### config.mk
export PLATFORM = sky130hd
export DESIGN_NAME = mem_port_arbiter
export DESIGN_NICKNAME = d
export VERILOG_FILES = /design/src/rtl/data_types.sv /design/src/rtl/mem_arb_timer.sv /design/src/rtl/mem_port_arbiter.sv
export SDC_FILE = /design/constraint.sdc
export NUM_CORES = 1
export LEC_CHECK = 0
export CORE_ASPECT_RATIO = 0.75
export CORE_MARGIN = 4
export CORE_UTILIZATION = 40
export DETAILED_ROUTE_END_ITERATION = 12
export GPL_TIMING_DRIVEN = 0
export PLACE_DENSITY = 0.84
export SETUP_SLACK_MARGIN = 0.05
export SLEW_MARGIN = 20
export SYNTH_ARGS = -nofsm -noshare
export SYNTH_HDL_FRONTEND = slang
export SYNTH_HIERARCHICAL = 1
export SYNTH_SLANG_ARGS = --single-unit
### constraint.sdc
create_clock -name clk_i -period 2.7 [get_ports clk_i]
set_input_delay 0.54 -clock clk_i [delete_from_list [all_inputs] [get_ports clk_i]]
set_output_delay 0.54 -clock clk_i [all_outputs]
set_load 0.01 [all_outputs]
### src/rtl/data_types.sv
// Shared types for the memory port arbiter.
// Holds the arbiter state, source select and memory request bundle.
package data_types;

    typedef logic [31:0] word32_t;

    typedef enum logic [1:0] {
        IDLE,
        ISSUE,
        RESP
    } arb_state_t;

    typedef enum logic {
        LS,
        IF
    } arb_src_t;

    typedef struct packed {
        logic    read;
        logic    write;
        word32_t addr;
        word32_t data;
    } mem_req_t;

    // A write strobe wins over a simultaneous read strobe.
    function automatic mem_req_t make_req(
        input logic    rd,
        input logic    wr,
        input word32_t addr,
        input word32_t data
    );
        mem_req_t r;
        r.read  = rd & ~wr;
        r.write = wr;
        r.addr  = addr;
        r.data  = data;
        return r;
    endfunction

endpackage

### src/rtl/mem_arb_timer.sv
// Per-transaction cycle counter for the arbiter abort path.
// Only instantiated when MEM_ARB_TIMEOUT_EN is defined.
module mem_arb_timer #(
    parameter int CYCLES = 64
) (
    input  logic clk,
    input  logic reset,
    input  logic clear,
    input  logic enable,
    output logic expired
);

    localparam int CW = $clog2(CYCLES + 1);

    logic [CW-1:0] count;

    // Fires during the last allowed ISSUE cycle.
    assign expired = enable && (count == CW'(CYCLES - 1));

    // Restart on transaction entry, count while the transaction is open.
    always_ff @(posedge clk or negedge reset) begin
        if (!reset) begin
            count <= '0;
        end else if (clear) begin
            count <= '0;
        end else if (enable) begin
            count <= count + 1'b1;
        end
    end

endmodule

### src/rtl/mem_port_arbiter.sv
// Two-requester (load-store, fetch) arbiter onto one memory port.
// Optional abort timer enabled by defining MEM_ARB_TIMEOUT_EN.
import data_types::*;

module mem_port_arbiter #(
    parameter int TIMEOUT_CYCLES = 64
) (
    input  logic    clk_i,
    input  logic    reset_ni,
    input  logic    ls_read_i,
    input  logic    ls_write_i,
    input  word32_t ls_addr_i,
    input  word32_t ls_data_i,
    output word32_t ls_rd_data_o,
    output logic    ls_done_o,
    input  logic    if_read_i,
    input  logic    if_write_i,
    input  word32_t if_addr_i,
    input  word32_t if_data_i,
    output word32_t if_rd_data_o,
    output logic    if_done_o,
    output logic    mem_read_o,
    output logic    mem_write_o,
    output word32_t mem_addr_o,
    output word32_t mem_data_o,
    input  word32_t mem_rd_data_i,
    input  logic    mem_done_i,
    output logic    err_timeout_o
);

    arb_state_t state;
    arb_src_t   src;
    arb_src_t   last_grant;
    mem_req_t   req_q;
    mem_req_t   next_req;
    logic       ls_req;
    logic       if_req;
    logic       any_req;
    logic       grant_if;
    logic       expired;
    logic       finish;

    assign ls_req   = ls_read_i | ls_write_i;
    assign if_req   = if_read_i | if_write_i;
    assign any_req  = ls_req | if_req;
    assign grant_if = if_req & (~ls_req | (last_grant == LS));
    assign finish   = mem_done_i | expired;

    // Pick the request bundle of whichever side wins this cycle.
    always_comb begin
        next_req = make_req(ls_read_i, ls_write_i, ls_addr_i, ls_data_i);
        if (grant_if) begin
            next_req = make_req(if_read_i, if_write_i, if_addr_i, if_data_i);
        end
    end

    assign mem_read_o  = req_q.read;
    assign mem_write_o = req_q.write;
    assign mem_addr_o  = req_q.addr;
    assign mem_data_o  = req_q.data;

`ifdef MEM_ARB_TIMEOUT_EN
    logic err_q;

    mem_arb_timer #(
        .CYCLES (TIMEOUT_CYCLES)
    ) u_timer (
        .clk     (clk_i),
        .reset   (reset_ni),
        .clear   ((state == IDLE) && any_req),
        .enable  (state == ISSUE),
        .expired (expired)
    );

    // Sticky abort flag; a completion in the same cycle is not an abort.
    always_ff @(posedge clk_i or negedge reset_ni) begin
        if (!reset_ni) begin
            err_q <= 1'b0;
        end else if ((state == ISSUE) && expired && !mem_done_i) begin
            err_q <= 1'b1;
        end
    end

    assign err_timeout_o = err_q;
`else
    assign expired = 1'b0;
    // Parameter only matters for the timer; this folds to constant 0.
    assign err_timeout_o = (TIMEOUT_CYCLES < 0);
`endif

    // Arbitration FSM with registered memory strobes and responses.
    always_ff @(posedge clk_i or negedge reset_ni) begin
        if (!reset_ni) begin
            state        <= IDLE;
            src          <= LS;
            last_grant   <= IF;
            req_q        <= '0;
            ls_rd_data_o <= '0;
            if_rd_data_o <= '0;
            ls_done_o    <= 1'b0;
            if_done_o    <= 1'b0;
        end else begin
            ls_done_o <= 1'b0;
            if_done_o <= 1'b0;
            case (state)
                IDLE: begin
                    if (any_req) begin
                        state      <= ISSUE;
                        src        <= grant_if ? IF : LS;
                        last_grant <= grant_if ? IF : LS;
                        req_q      <= next_req;
                    end
                end
                ISSUE: begin
                    if (finish) begin
                        state       <= RESP;
                        req_q.read  <= 1'b0;
                        req_q.write <= 1'b0;
                        if (src == IF) begin
                            if_done_o <= 1'b1;
                            if (mem_done_i && req_q.read) begin
                                if_rd_data_o <= mem_rd_data_i;
                            end
                        end else begin
                            ls_done_o <= 1'b1;
                            if (mem_done_i && req_q.read) begin
                                ls_rd_data_o <= mem_rd_data_i;
                            end
                        end
                    end
                end
                RESP: begin
                    state <= IDLE;
                end
                default: begin
                    state <= IDLE;
                end
            endcase
        end
    end

endmodule

==> summary.md <==
The run gives 55.9% as the sequential element share of the synthesized area. After detailed routing, the number of vias per cell comes to 5.31. The total of hold buffers inserted after clock tree synthesis is 0.

The critical path class is in2reg. The pre-antenna-repair detailed-routing pass consisted of 5 iterations. Post-synthesis cell type with the largest combined area: sky130_fd_sc_hd__dfrtp_1. The number of unique standard cell types used by synthesis is 28. The run gives 0 as the number of max-slew violations in the final report. Synthesis produced a netlist whose cell count is 537. The worst clock skew is 9.43 ps. The flow ran to the end, and the final reports show no timing, DRC or antenna violations. After detailed routing, the number of remaining DRC violations is 0. Among all flip-flop cells after synthesis, the most frequent one is sky130_fd_sc_hd__dfrtp_1. The tools report the kind of end point of the critical path as a register. Measured along the x axis, the die boundary spans 151 um. The synthesized design contains 0 enable-type register cells. The repair_antennas step left the layout with diodes totalling 0. The tightest min-delay check is of the in2async type. OpenSTA, run right after detailed placement, puts the worst setup slack at -131 ps. The post-route standard cell area excluding fillers was 9940 um^2; the number of violations reported at the end of detailed-routing iteration 0 was 330.

The synthesized area per cell was 11.3 um^2; the fraction of layout cells with a size suffix above 1 was 14.1%. For this block, wires on met1 add up to 8210 um. The relative slew slack was 24.8%; the global-route wire length before repair was 31000 um. At the pin with the least slew margin, the transition time is 1120 ps. CTS placed an instance of sky130_fd_sc_hd__clkbuf_16 at the clock tree root. The total area inside the core boundary comes to 14700 um^2. Synthesis inferred 136 register bits.

Dividing the detail-routed wire length by the instance count gives 19.3 um. For the worst setup path, the data required time is 2990 ps. The worst path meets setup with 290 ps of slack. Post-route fraction of the period consumed by the critical path: 89.3%.

The mapped netlist covers 6090 um^2. Clock-pin slew was measured on the worst setup and hold paths at 70 ps. The completed layout was analyzed and its total power is 11.2 mW. At the end of routability-driven placement, the weighted congestion stood at 0.890. Highest signal layer in the routed design: met4. By area the synthesized netlist is led by sky130_fd_sc_hd__dfrtp_1 (55%), sky130_fd_sc_hd__mux2_2 (12%), sky130_fd_sc_hd__nand3b_1 (8.0%). The floorplan step defined a die boundary enclosing 17300 um^2. The net count of the finished layout is 1022. The logs give 5659 for the via count of the first global-routing pass and 23.0% for the global routing usage summed across all routing layers. The post-detailed-placement half-perimeter wirelength came out at 15600 um. The amount of wire on met2 after detailed routing is 9900 um, and the max-cap violation count is 0.

Setup total negative slack on the finished layout was measured at 0 ps. In the post-synthesis netlist, the cell with the most instances is sky130_fd_sc_hd__dfrtp_1. After synthesis, the share of flip-flops with an asynchronous set or reset is 100%. The synthesized design devotes to its leading area cell type 55.5% of total area. The number of H-tree levels was 4.

The minimum hold slack was 34.4 ps; the die height was 115 um. The number of rows created at floorplan was 38. The highest clock rate was 415 MHz; the layout overhead on the synthesized area was 63.1%.

Of all nets on the critical path, the largest fanout is 10. The analysis attributes to cell leakage a power of 3.95 nW. The logs give 410 ps for the source-to-sink clock delay at the later pin of the worst-skew pair and 0 for the total congestion overflow after global routing. The initial antenna violation count is 0. For the number of sinks driven by the clock tree, the log shows 136.

The routed design has 20600 um of wire. In the detailed route, the total length drawn on met3 is 2110 um. Once the floorplan was initialized, standard cells occupied 41.5% of the core.

Pin placement for this block handled 300 I/O pins. The worst setup path is launched from a primary input. In this run the tool buffered the top-level ports with 298 buffer cells. Post-cts resize count: 0. For the placed cell area, the log shows 9360 um^2. The number of setup buffers added after CTS is 0. After synthesis, the most frequently instantiated cells are sky130_fd_sc_hd__dfrtp_1 (135), sky130_fd_sc_hd__nand3b_1 (65), sky130_fd_sc_hd__o21ai_0 (65). Synthesized net count: 704. The run gives 78 as the pin count of the biggest net entering global routing. For this design the ratio of total power to cell area is 1130 nW/um^2. TritonCTS built the clock tree. The logs give 2700 ps for the arrival time reported for the critical path endpoint and 0 for the count of final hold-check violations.

For the Yosys warning count, the log shows 6. The logs give 5667 for the detailed-route via count and 1068 for the count of placed standard cells in the final layout, fillers left out. Counting I/O delays and the setup requirement, the final critical path takes 2410 ps.

Cells fill 67.6% of the core in the end. In this run the remaining antenna-violating nets after routing total 0. Setup violations remaining at the end of the flow were counted as 0. No sink is reached through more buffers than the 2 on the longest clock path. Setup repair after global routing left no endpoint under its margin. The cell count after placement is 1036, and the maximum vdd ir drop is 0.456 mV. The run gives 17 as the number of CTS-inserted buffers.
## worst max-delay path: stages
cell and delay [ps]:
sky130_fd_sc_hd__clkdlybuf4s50_1 460, sky130_fd_sc_hd__nor2_1 230, sky130_fd_sc_hd__buf_2 340, sky130_fd_sc_hd__clkbuf_1 450
sky130_fd_sc_hd__clkbuf_1 390, sky130_fd_sc_hd__nand3b_1 180, sky130_fd_sc_hd__a31oi_1 90
## cell type report
class,instances,area (um^2)
Buffer,55,280
Clock buffer,17,425
Clock inverter,15,153
Fill cell,1107,4760
Inverter,1,3.75
Multi-Input combinational cell,345,2400
Sequential cell,136,3400
Tap cell,200,250
Timing Repair Buffer,299,3020
## state kept, by name, summed over array words and instances, names as in the netlist
register      flops
mem_addr_o       32
if_done_o         1
mem_read_o        1
ls_rd_data_o     32
mem_data_o       32
mem_write_o       1
src               1
if_rd_data_o     32
last_grant        1
state             2
ls_done_o         1
## layer usage
layer | track usage (%) | vias up
met5 | 0 | -
met4 | 7.13 | 0
met3 | 8.27 | 32
met2 | 38.2 | 265
met1 | 28.4 | 2739
li1 | - | 2631
## logic make-up after synthesis
kind of cell           count (synthesis)  synth area share (%)
AND/OR/NAND/NOR                       78                  9.16
buffers and inverters                 56                  4.66
AO/OA/AOI/OAI                        201                  18.2
other                                  1                0.0616
flip-flops                           136                  55.9
multiplexers                          65                  12.0
## where the power goes
| group | total [mW] | internal, mW | switching [mW] |
|---|---|---|---|
| clock | 2.28 | 1.24 | 1.04 |
| combinational | 5.29 | 2.90 | 2.39 |
| sequential | 3.63 | 3.07 | 0.562 |
## placed cells by master (no fill, tap or decap), drive strengths merged
master	count
o31a	1
buf	24
a31oi	64
clkinv	4
nand2b	1
o21ai	66
mux2	64
nand3b	65
nor2	5
dfstp	1
a32o	1
clkdlybuf4s50	297
clkbuf	50
dfrtp	135
or4	1
inv	12
o21a	1
and2	2
a21boi	1
nand3	1
a22o	2
a21oi	64
conb	1
nor3b	1
mux2i	1
nand2	2
o2bb2ai	1
## path summary, 6_finish.rpt
| check | from | end | slack (ps) | cells past startpoint |
|---|---|---|---|---|
| setup / recovery | if_read_i | mem_addr_o[22] | 290 | 7 |
| max in group asynchronous | reset_ni | last_grant | 1910 | 2 |
| setup reg to reg | state[0] | mem_addr_o[18] | 560 | 5 |
| hold / removal | reset_ni | mem_addr_o[17] | 30 | 1 |
| hold reg to reg | if_rd_data_o[28] | if_rd_data_o[28] | 500 | 1 |
| min in group clk_i | if_rd_data_o[28] | if_rd_data_o[28] | 500 | 1 |
Power figures use the tool's default switching activity.
